$ cat config.mk
export PLATFORM = sky130hd
export DESIGN_NAME = mux_nch_reg
export DESIGN_NICKNAME = d
export VERILOG_FILES = /design/src/rtl/mux_nch_pkg.sv /design/src/rtl/mux_nch_rr_arb.sv /design/src/rtl/mux_nch_reg.sv
export SDC_FILE = /design/constraint.sdc
export NUM_CORES = 1
export LEC_CHECK = 0
export BUFFER_PORTS_ARGS = -buffer_cell sky130_fd_sc_hd__buf_2
export CAP_MARGIN = 20
export CORE_AREA = 2 2 64 66
export CTS_BUF_LIST = sky130_fd_sc_hd__clkbuf_4 sky130_fd_sc_hd__clkbuf_8 sky130_fd_sc_hd__clkbuf_16
export CTS_CLUSTER_SIZE = 14
export DETAILED_ROUTE_END_ITERATION = 12
export DIE_AREA = 0 0 66 68
export GPL_TIMING_DRIVEN = 1
export PLACE_DENSITY_LB_ADDON = 0.08
export SKIP_CTS_REPAIR_TIMING = 1
export SLEW_MARGIN = 20
export SYNTH_ARGS = -nofsm -noshare
export SYNTH_HDL_FRONTEND = slang
export SYNTH_SLANG_ARGS = --single-unit
$ cat constraint.sdc
create_clock -name clk -period 1.6 [get_ports clk]
set_clock_uncertainty 0.2 [all_clocks]
set_input_delay 0.16 -clock clk [delete_from_list [all_inputs] [get_ports clk]]
set_output_delay 0.16 -clock clk [all_outputs]
set_load 0.02 [all_outputs]
$ cat src/rtl/mux_nch_pkg.sv
// Shared constants and types for the N-channel registered multiplexer.
// Optional round-robin arbitration is enabled with MUX_NCH_REG_RR_EN.
package mux_nch_pkg;

    // Default data width per channel and default channel count
    localparam int W_DEF = 4;
    localparam int N_DEF = 8;

    // Supported channel count range
    localparam int N_MIN = 2;
    localparam int N_MAX = 64;

    // Channel selection policy
    typedef enum logic {
        MODE_FIXED = 1'b0,
        MODE_RR    = 1'b1
    } mode_e;

endpackage

$ cat src/rtl/mux_nch_rr_arb.sv
// Round-robin arbiter: picks the first requesting channel at or above ptr,
// wrapping modulo N. Only instantiated when MUX_NCH_REG_RR_EN is defined.
module mux_nch_rr_arb
    import mux_nch_pkg::*;
#(
    parameter int N = N_DEF,
    localparam int SW = (N > 2) ? $clog2(N) : 1
) (
    input  logic [N-1:0]  req,
    input  logic [SW-1:0] ptr,
    output logic [SW-1:0] gnt_idx,
    output logic          gnt_any
);

    int idx;

    // Scan from ptr upward, keeping the first requester encountered
    always_comb begin
        gnt_idx = '0;
        gnt_any = 1'b0;
        idx     = 0;
        for (int i = 0; i < N; i++) begin
            idx = (int'(ptr) + i) % N;
            if (!gnt_any && req[idx]) begin
                gnt_any = 1'b1;
                gnt_idx = SW'(idx);
            end
        end
    end

endmodule

$ cat src/rtl/mux_nch_reg.sv
// N-channel multiplexer with a one-entry registered output stage,
// per-channel valid/ready handshake and an output transfer counter.
// Defining MUX_NCH_REG_RR_EN adds the rr_mode port and round-robin selection.
module mux_nch_reg
    import mux_nch_pkg::*;
#(
    parameter int W = W_DEF,
    parameter int N = N_DEF,
    localparam int SW = (N > 2) ? $clog2(N) : 1
) (
    input  logic           clk,
    input  logic           rst_n,
    input  logic [N*W-1:0] in_data,
    input  logic [N-1:0]   in_valid,
    output logic [N-1:0]   in_ready,
    input  logic [SW-1:0]  sel,
`ifdef MUX_NCH_REG_RR_EN
    input  logic           rr_mode,
`endif
    output logic [W-1:0]   out_data,
    output logic [SW-1:0]  out_ch,
    output logic           out_valid,
    input  logic           out_ready,
    output logic           err_sel,
    output logic [15:0]    xfer_cnt
);

    mode_e         mode;
    logic [SW-1:0] chosen;
    logic          chosenOk;
    logic          loadOk;
    logic          xferIn;
    logic          xferOut;
    logic [W-1:0]  selData;

    logic [W-1:0]  outData_q,  outData_d;
    logic [SW-1:0] outCh_q,    outCh_d;
    logic          outValid_q, outValid_d;
    logic          errSel_q,   errSel_d;
    logic [15:0]   xferCnt_q,  xferCnt_d;

    assign loadOk  = !outValid_q || out_ready;
    assign xferOut = outValid_q && out_ready;
    assign xferIn  = |(in_valid & in_ready);

`ifdef MUX_NCH_REG_RR_EN
    logic [SW-1:0] gntIdx;
    logic          gntAny;
    logic [SW-1:0] ptr_q, ptr_d;

    assign mode = rr_mode ? MODE_RR : MODE_FIXED;

    mux_nch_rr_arb #(.N(N)) u_arb (
        .req     (in_valid),
        .ptr     (ptr_q),
        .gnt_idx (gntIdx),
        .gnt_any (gntAny)
    );

    // Advance the pointer past the granted channel on each round-robin load
    always_comb begin
        ptr_d = ptr_q;
        if (mode == MODE_RR && xferIn) begin
            ptr_d = (gntIdx == SW'(N - 1)) ? '0 : gntIdx + SW'(1);
        end
    end

    // Round-robin pointer register
    always_ff @(posedge clk or negedge rst_n) begin
        if (!rst_n) ptr_q <= '0;
        else        ptr_q <= ptr_d;
    end
`else
    assign mode = MODE_FIXED;
`endif

    // Pick the channel being offered a slot and whether that choice is usable
    always_comb begin
        chosen   = sel;
        chosenOk = int'(sel) < N;
`ifdef MUX_NCH_REG_RR_EN
        if (mode == MODE_RR) begin
            chosen   = gntIdx;
            chosenOk = gntAny;
        end
`endif
    end

    // One-hot ready toward the chosen channel plus its data word
    always_comb begin
        in_ready = '0;
        selData  = '0;
        for (int c = 0; c < N; c++) begin
            in_ready[c] = rst_n && loadOk && chosenOk && (SW'(c) == chosen);
            if (SW'(c) == chosen) selData = in_data[c*W +: W];
        end
    end

    // Output stage next state: reload on input transfer, drain on output transfer
    always_comb begin
        outData_d  = outData_q;
        outCh_d    = outCh_q;
        outValid_d = outValid_q;
        xferCnt_d  = xferCnt_q + (xferOut ? 16'd1 : 16'd0);
        errSel_d   = (mode == MODE_FIXED) && loadOk && !chosenOk;
        if (xferIn) begin
            outData_d  = selData;
            outCh_d    = chosen;
            outValid_d = 1'b1;
        end else if (xferOut) begin
            outValid_d = 1'b0;
        end
    end

    // Output stage, error pulse and counter registers
    always_ff @(posedge clk or negedge rst_n) begin
        if (!rst_n) begin
            outData_q  <= '0;
            outCh_q    <= '0;
            outValid_q <= 1'b0;
            errSel_q   <= 1'b0;
            xferCnt_q  <= '0;
        end else begin
            outData_q  <= outData_d;
            outCh_q    <= outCh_d;
            outValid_q <= outValid_d;
            errSel_q   <= errSel_d;
            xferCnt_q  <= xferCnt_d;
        end
    end

    assign out_data  = outData_q;
    assign out_ch    = outCh_q;
    assign out_valid = outValid_q;
    assign err_sel   = errSel_q;
    assign xfer_cnt  = xferCnt_q;

endmodule

=== Word-level counts from Yosys, hierarchy flattened ===
Cells that the tools add are included.

* Register bits after elaboration: 24
* Bits of input ports: 46
* Output and inout bits: 33
* Logic and storage cells: 39

* $add $sub $neg: 1
* Equality and inequality tests: 7
* Muxes and demuxes: 11
* Bitwise logic cells: 1
* Reductions and logical operators: 15

{| class="wikitable"
|+ Operators by type and width
! cell !! number
|-
| $mux W4 || 8
|-
| $add A16 B1 Y16 || 1
|-
| $eq A3 B3 Y1 const A || 4
|-
| $logic_and A1 B1 Y1 || 10
|-
| $and A8 B8 Y8 || 1
|-
| $reduce_or A8 Y1 || 1
|-
| $eq A2 B3 Y1 const A || 2
|-
| $eq A1 B3 Y1 const A || 1
|-
| $logic_not A3 Y1 || 1
|-
| $mux W1 || 3
|-
| $reduce_bool A2 Y1 || 1
|-
| $logic_not A1 Y1 || 1
|-
| $logic_or A1 B1 Y1 || 1
|}

=== Logic depth before layout (Yosys ltp) ===
* Word-level depth: 9
* Gate-level depth with buffers: 7
* Depth with buffers taken out: 6

=== Worst setup path before layout ===
OpenSTA, ideal clock, no wires.

* Path type: register -> register
* Start: reg xferCnt_q[2] (netlist: xfer_cnt[2])
* End: reg xferCnt_q[15] (netlist: xfer_cnt[15])
* Library setup time: 79 ps
* Arrival: 1,497 ps
* Setup slack: -177 ps
* Stages on the path, launching flop included: 6
* Path buffers: 0
* Clock period less this slack: 1,777 ps
* Path through: dfrtp_1 nand3_2 nor2_2 nand4_1 nor4_1 xor2_1

* Word-level cells in the longest chain between the ends: 1

{| class="wikitable"
|+ Ends and longest elaborated chain
! item !! RTL line !! RTL
|-
| start: declaration || mux_nch_reg.sv:40 || <nowiki>logic [15:0] xferCnt_q, xferCnt_d;</nowiki>
|-
| start signal: assignment || mux_nch_reg.sv:128 || <nowiki>xferCnt_q <= xferCnt_d;</nowiki>
|-
| $add A16 B1 Y16 || mux_nch_reg.sv:104 || <nowiki>xferCnt_d = xferCnt_q + (xferOut ? 16'd1 : 16'd0);</nowiki>
|-
| via xferCnt_d[15] || mux_nch_reg.sv:40 ||
|}

The timed path passes the listed nets, and every way through them passes these cells.
A chain may end at the register's enable or synchronous reset.

=== Final worst setup path ===
* Start: reg outValid_q (netlist: out_valid)
* End: out in_ready[4]

* Word-level cells in the longest chain between the ends: 4

{| class="wikitable"
|+ Ends and longest elaborated chain
! item !! RTL line !! RTL
|-
| start: declaration || mux_nch_reg.sv:38 || <nowiki>logic outValid_q, outValid_d;</nowiki>
|-
| start signal: assignment || mux_nch_reg.sv:126 || <nowiki>outValid_q <= outValid_d;</nowiki>
|-
| $logic_not A1 Y1 || mux_nch_reg.sv:42 || <nowiki>assign loadOk = !outValid_q || out_ready;</nowiki>
|-
| $logic_or A1 B1 Y1 || mux_nch_reg.sv:42 ||
|-
| $logic_and A1 B1 Y1 (2 in a row) || mux_nch_reg.sv:94 || <nowiki>in_ready[c] = rst_n && loadOk && chosenOk && (SW'(c) == chosen);</nowiki>
|-
| end: declaration || mux_nch_reg.sv:15 || <nowiki>output logic [N-1:0] in_ready,</nowiki>
|}

No other way between the ends.

==> results.md <==
### Run status
* finished with violations — result of the run
* setup timing — failing checks

### Pwr
* 364 uV — maximum vdd drop
* 866 mW/mm2 — power density normalized to cell area
* 1.13 nW — Leakage

### Synthesis
* 10.2% — synthesized-area fraction occupied by ao, oa, aoi and oai cells
* 0 — count of flip-flops with a built-in enable after synthesis
* 23.0% — Simple-Gate Fraction of Synth Area
* 157 — Mapped Cells
* 205 — synthesized net count
* 36 — unique cell type count in the Yosys netlist
* 0.00148 mm2 — cell area after synthesis
* simple AND/OR/NAND/NOR gates — main combinational cell family by area after synthesis
* 24 — number of synthesized register bits
* 1.70% — arithmetic-cell share of the synthesized area counting full adders, half adders and majority gates
* sky130_fd_sc_hd__dfrtp_1 — flip-flop cell with the highest count after synthesis
* 11.7% — mux cell area share after synthesis
* sky130_fd_sc_hd__dfrtp_1 (41%), sky130_fd_sc_hd__nand2_1 (4.6%), sky130_fd_sc_hd__xnor2_1 (4.2%) — ranking of synthesized cells by area
* 40.7% — area fraction of the dominant cell type after synthesis
* 0 — Yosys Warn Count
* 9.40 um2 — Syn Area/Cell
* sky130_fd_sc_hd__dfrtp_1 — cell taking the most area after synthesis
* 8.31% — XOR/XNOR share of the synthesized area
* 40.7% — portion of the post-synthesis area used by sequential elements
* 100% — share of async-settable or async-resettable flops after synthesis

### Floorplan
* 0.00386 mm2 — floorplan core area
* 66 um — die width
* 38.3% — initial core utilization
* 68 um — Die H
* 0.00449 mm2 — Die Footprint
* 79 — number of placed I/O pins
* 23 — Std-Cell Rows

### STA
* 1.74 ns — shortest period the worst path allows
* 0 — final count of pins violating max slew
* 108% — part of the cycle the worst path needs
* -0.135 ns — Worst Slack Setup Final
* 0.576 GHz — max frequency
* 0 — count of final hold-check violations
* yes — RSZ-0062 raised after global routing
* 10 — final setup violation count

### Global routing
* 16.3% — GRT Overall Usage
* 25 — pin count of the biggest net entering global routing
* 0 — global route overflow
* 5850 um — wire length of the first global-routing pass
* 0 — antenna violations before repair
* 1414 — vias in the first global route

### Clocking
* done — clock tree from TritonCTS
* 2 — maximum clock path buffer count
* 0.08 ns — CTS clk-pin slew, worst paths
* 24 — CTS Sinks
* 3 — Num CTS Buffers
* 0.26 ns — clock insertion delay at the later pin of the skew report
* 1 — H-tree depth
* sky130_fd_sc_hd__clkbuf_8 — cell at the root of the clock tree

### Final layout
* 0 — number of antenna cells inserted
* 55.2% — layout cells sized above 1
* 55.8% — Synth-to-Final Area Change
* 301 — layout net count
* 59.6% — utilization after layout

### Run
* 0 — maxcap violations

### Placed design
* 77 — port buffer count
* 2960 um — detailed-placement wirelength estimate
* -0.168 ns — setup slack after placement
* 0.767 — routability congestion estimate from global placement

### Routing
* 0 — count of antenna-violating nets left after detailed routing
* 45 — DRC violation total after the first TritonRoute iteration
* 3780 um — aggregate routed wire length
* 0 — DRC errors left
* 4.81 — average via count per standard cell
* 12.5 um — wire length per cell
* 1453 — Vias
* 4 — Pre-antenna DRT Iters

### Worst setup path
* register — Startpoint Class
* 1.38 ns — WP data arrival
* output pin — kind of end point of the critical path
* 1.24 ns — critical path data required time
* reg2out — Critical Setup Path Class
* 4 — highest net fanout along the worst path

### Hold path
* in2reg — class of the tightest hold or removal check

-- metrics by stage --
step | instance area, um2 | setup TNS [ns] | power, mW | hold WS (ns) | cells
finish | 2300 | -0.813 | 1.99 | 0.00245 | 302
global route | 2300 | -1.49 | 2.11 | 0.0198 | 302
CTS | 2130 | -3.18 | 1.96 | -0.270 | 299
detailed placement | 2070 | -0.949 | 1.55 | 0.0185 | 295
global placement | 2070 | -0.737 | 1.54 | 0.00888 | 295
floorplan | 1520 | -0.239 | 1.24 | -0.336 | 157
-- power by group --
group	leakage (nW)	internal, mW	switching (mW)
logic	0.804	0.356	0.417
clock network	0.0288	0.219	0.183
registers	0.295	0.723	0.0923
total	1.13	1.30	0.693
-- area by class of cell --
cell class | instances | area, um2
Tap cell | 50 | 62.6
Multi-Input combinational cell | 120 | 960
Clock buffer | 4 | 55.1
Inverter | 4 | 15.0
Sequential cell | 24 | 607
Fill cell | 361 | 1560
Timing Repair Buffer | 100 | 599
-- Yosys cell counts (2+ instances only) --
| cell type | instances |
|---|---|
| sky130_fd_sc_hd__dfrtp_1 | 24 |
| sky130_fd_sc_hd__nand2_1 | 18 |
| sky130_fd_sc_hd__nor2_1 | 13 |
| sky130_fd_sc_hd__nand3_1 | 8 |
| sky130_fd_sc_hd__buf_2 | 7 |
| sky130_fd_sc_hd__nor3_1 | 7 |
| sky130_fd_sc_hd__o21ai_0 | 7 |
| sky130_fd_sc_hd__xnor2_1 | 7 |
| sky130_fd_sc_hd__xor2_1 | 7 |
| sky130_fd_sc_hd__a21oi_1 | 6 |
| sky130_fd_sc_hd__mux2i_1 | 6 |
| sky130_fd_sc_hd__nand2b_1 | 5 |
| sky130_fd_sc_hd__a22oi_1 | 4 |
| sky130_fd_sc_hd__inv_1 | 3 |
| sky130_fd_sc_hd__mux2_4 | 3 |
| sky130_fd_sc_hd__nand3b_1 | 3 |
| sky130_fd_sc_hd__o22ai_1 | 3 |
| sky130_fd_sc_hd__and2_1 | 2 |
| sky130_fd_sc_hd__ha_1 | 2 |
| sky130_fd_sc_hd__mux4_2 | 2 |
| sky130_fd_sc_hd__nand4_1 | 2 |
| sky130_fd_sc_hd__nor2b_1 | 2 |
| sky130_fd_sc_hd__nor4_1 | 2 |
| sky130_fd_sc_hd__o31ai_1 | 2 |
-- placed cells by master (no fill, tap or decap), types with 2 or more instances in the layout --
| cell type | n |
|---|---|
| sky130_fd_sc_hd__buf_2 | 69 |
| sky130_fd_sc_hd__buf_4 | 25 |
| sky130_fd_sc_hd__dfrtp_1 | 19 |
| sky130_fd_sc_hd__nand2_1 | 16 |
| sky130_fd_sc_hd__nor2_1 | 9 |
| sky130_fd_sc_hd__nand3_1 | 7 |
| sky130_fd_sc_hd__xor2_1 | 7 |
| sky130_fd_sc_hd__xnor2_1 | 7 |
| sky130_fd_sc_hd__o21ai_0 | 7 |
| sky130_fd_sc_hd__nor3_2 | 6 |
| sky130_fd_sc_hd__mux2i_1 | 6 |
| sky130_fd_sc_hd__a21oi_1 | 6 |
| sky130_fd_sc_hd__dfrtp_2 | 5 |
| sky130_fd_sc_hd__buf_6 | 5 |
| sky130_fd_sc_hd__nor2_2 | 4 |
| sky130_fd_sc_hd__nand2b_1 | 4 |
| sky130_fd_sc_hd__a22oi_1 | 4 |
| sky130_fd_sc_hd__clkbuf_8 | 4 |
| sky130_fd_sc_hd__inv_1 | 3 |
| sky130_fd_sc_hd__mux2_4 | 3 |
| sky130_fd_sc_hd__o22ai_1 | 3 |
| sky130_fd_sc_hd__nand3b_1 | 3 |
| sky130_fd_sc_hd__nand3_2 | 2 |
| sky130_fd_sc_hd__nand4_1 | 2 |
| sky130_fd_sc_hd__mux4_2 | 2 |
| sky130_fd_sc_hd__nor2b_1 | 2 |
| sky130_fd_sc_hd__ha_4 | 2 |
-- state kept, by name, indices dropped and copies added, names as in the netlist --
register   count
out_valid      1
out_data       4
out_ch         3
xfer_cnt      16
-- critical path: stages (launching register included) --
cell and delay (ns):
sky130_fd_sc_hd__dfrtp_2 0.41, sky130_fd_sc_hd__buf_6 0.12, sky130_fd_sc_hd__nand2b_4 0.07, sky130_fd_sc_hd__and2_4 0.18
sky130_fd_sc_hd__nand2_8 0.07, sky130_fd_sc_hd__nor3_4 0.12, sky130_fd_sc_hd__buf_6 0.13
-- worst paths after layout --
check | from | to | slack, ns | cells after the start
max | out_valid | in_ready[4] | -0.14 | 6
max in group asynchronous | rst_n | xfer_cnt[2] | 0.62 | 3
min | out_ready | out_valid | 0.002 | 3
min in group asynchronous | rst_n | xfer_cnt[0] | 0.32 | 3
min reg2reg | xfer_cnt[15] | xfer_cnt[15] | 0.26 | 1
max reg2reg | out_valid | xfer_cnt[15] | -0.08 | 6
-- per-layer routing --
metal	vias to the layer above	share of wire [%]	routed length, um	track usage [%]
li1	733	-	-	-
met1	675	39	1480	18.3
met2	43	56	2110	33.1
met3	2	4.3	163	1.15
met4	0	0.71	27	4.34
met5	-	0	0	0
-- kinds of logic after synthesis --
kind of cell               Yosys count
other                                1
and+or+nand+nor                     66
xor gates and xnor gates            14
DFF                                 24
buffers and inverters               13
adders and majority gates            2
muxes                               12
AOI/OAI and AO/OA                   25
Note: power is estimated with default switching activity, not from simulation.
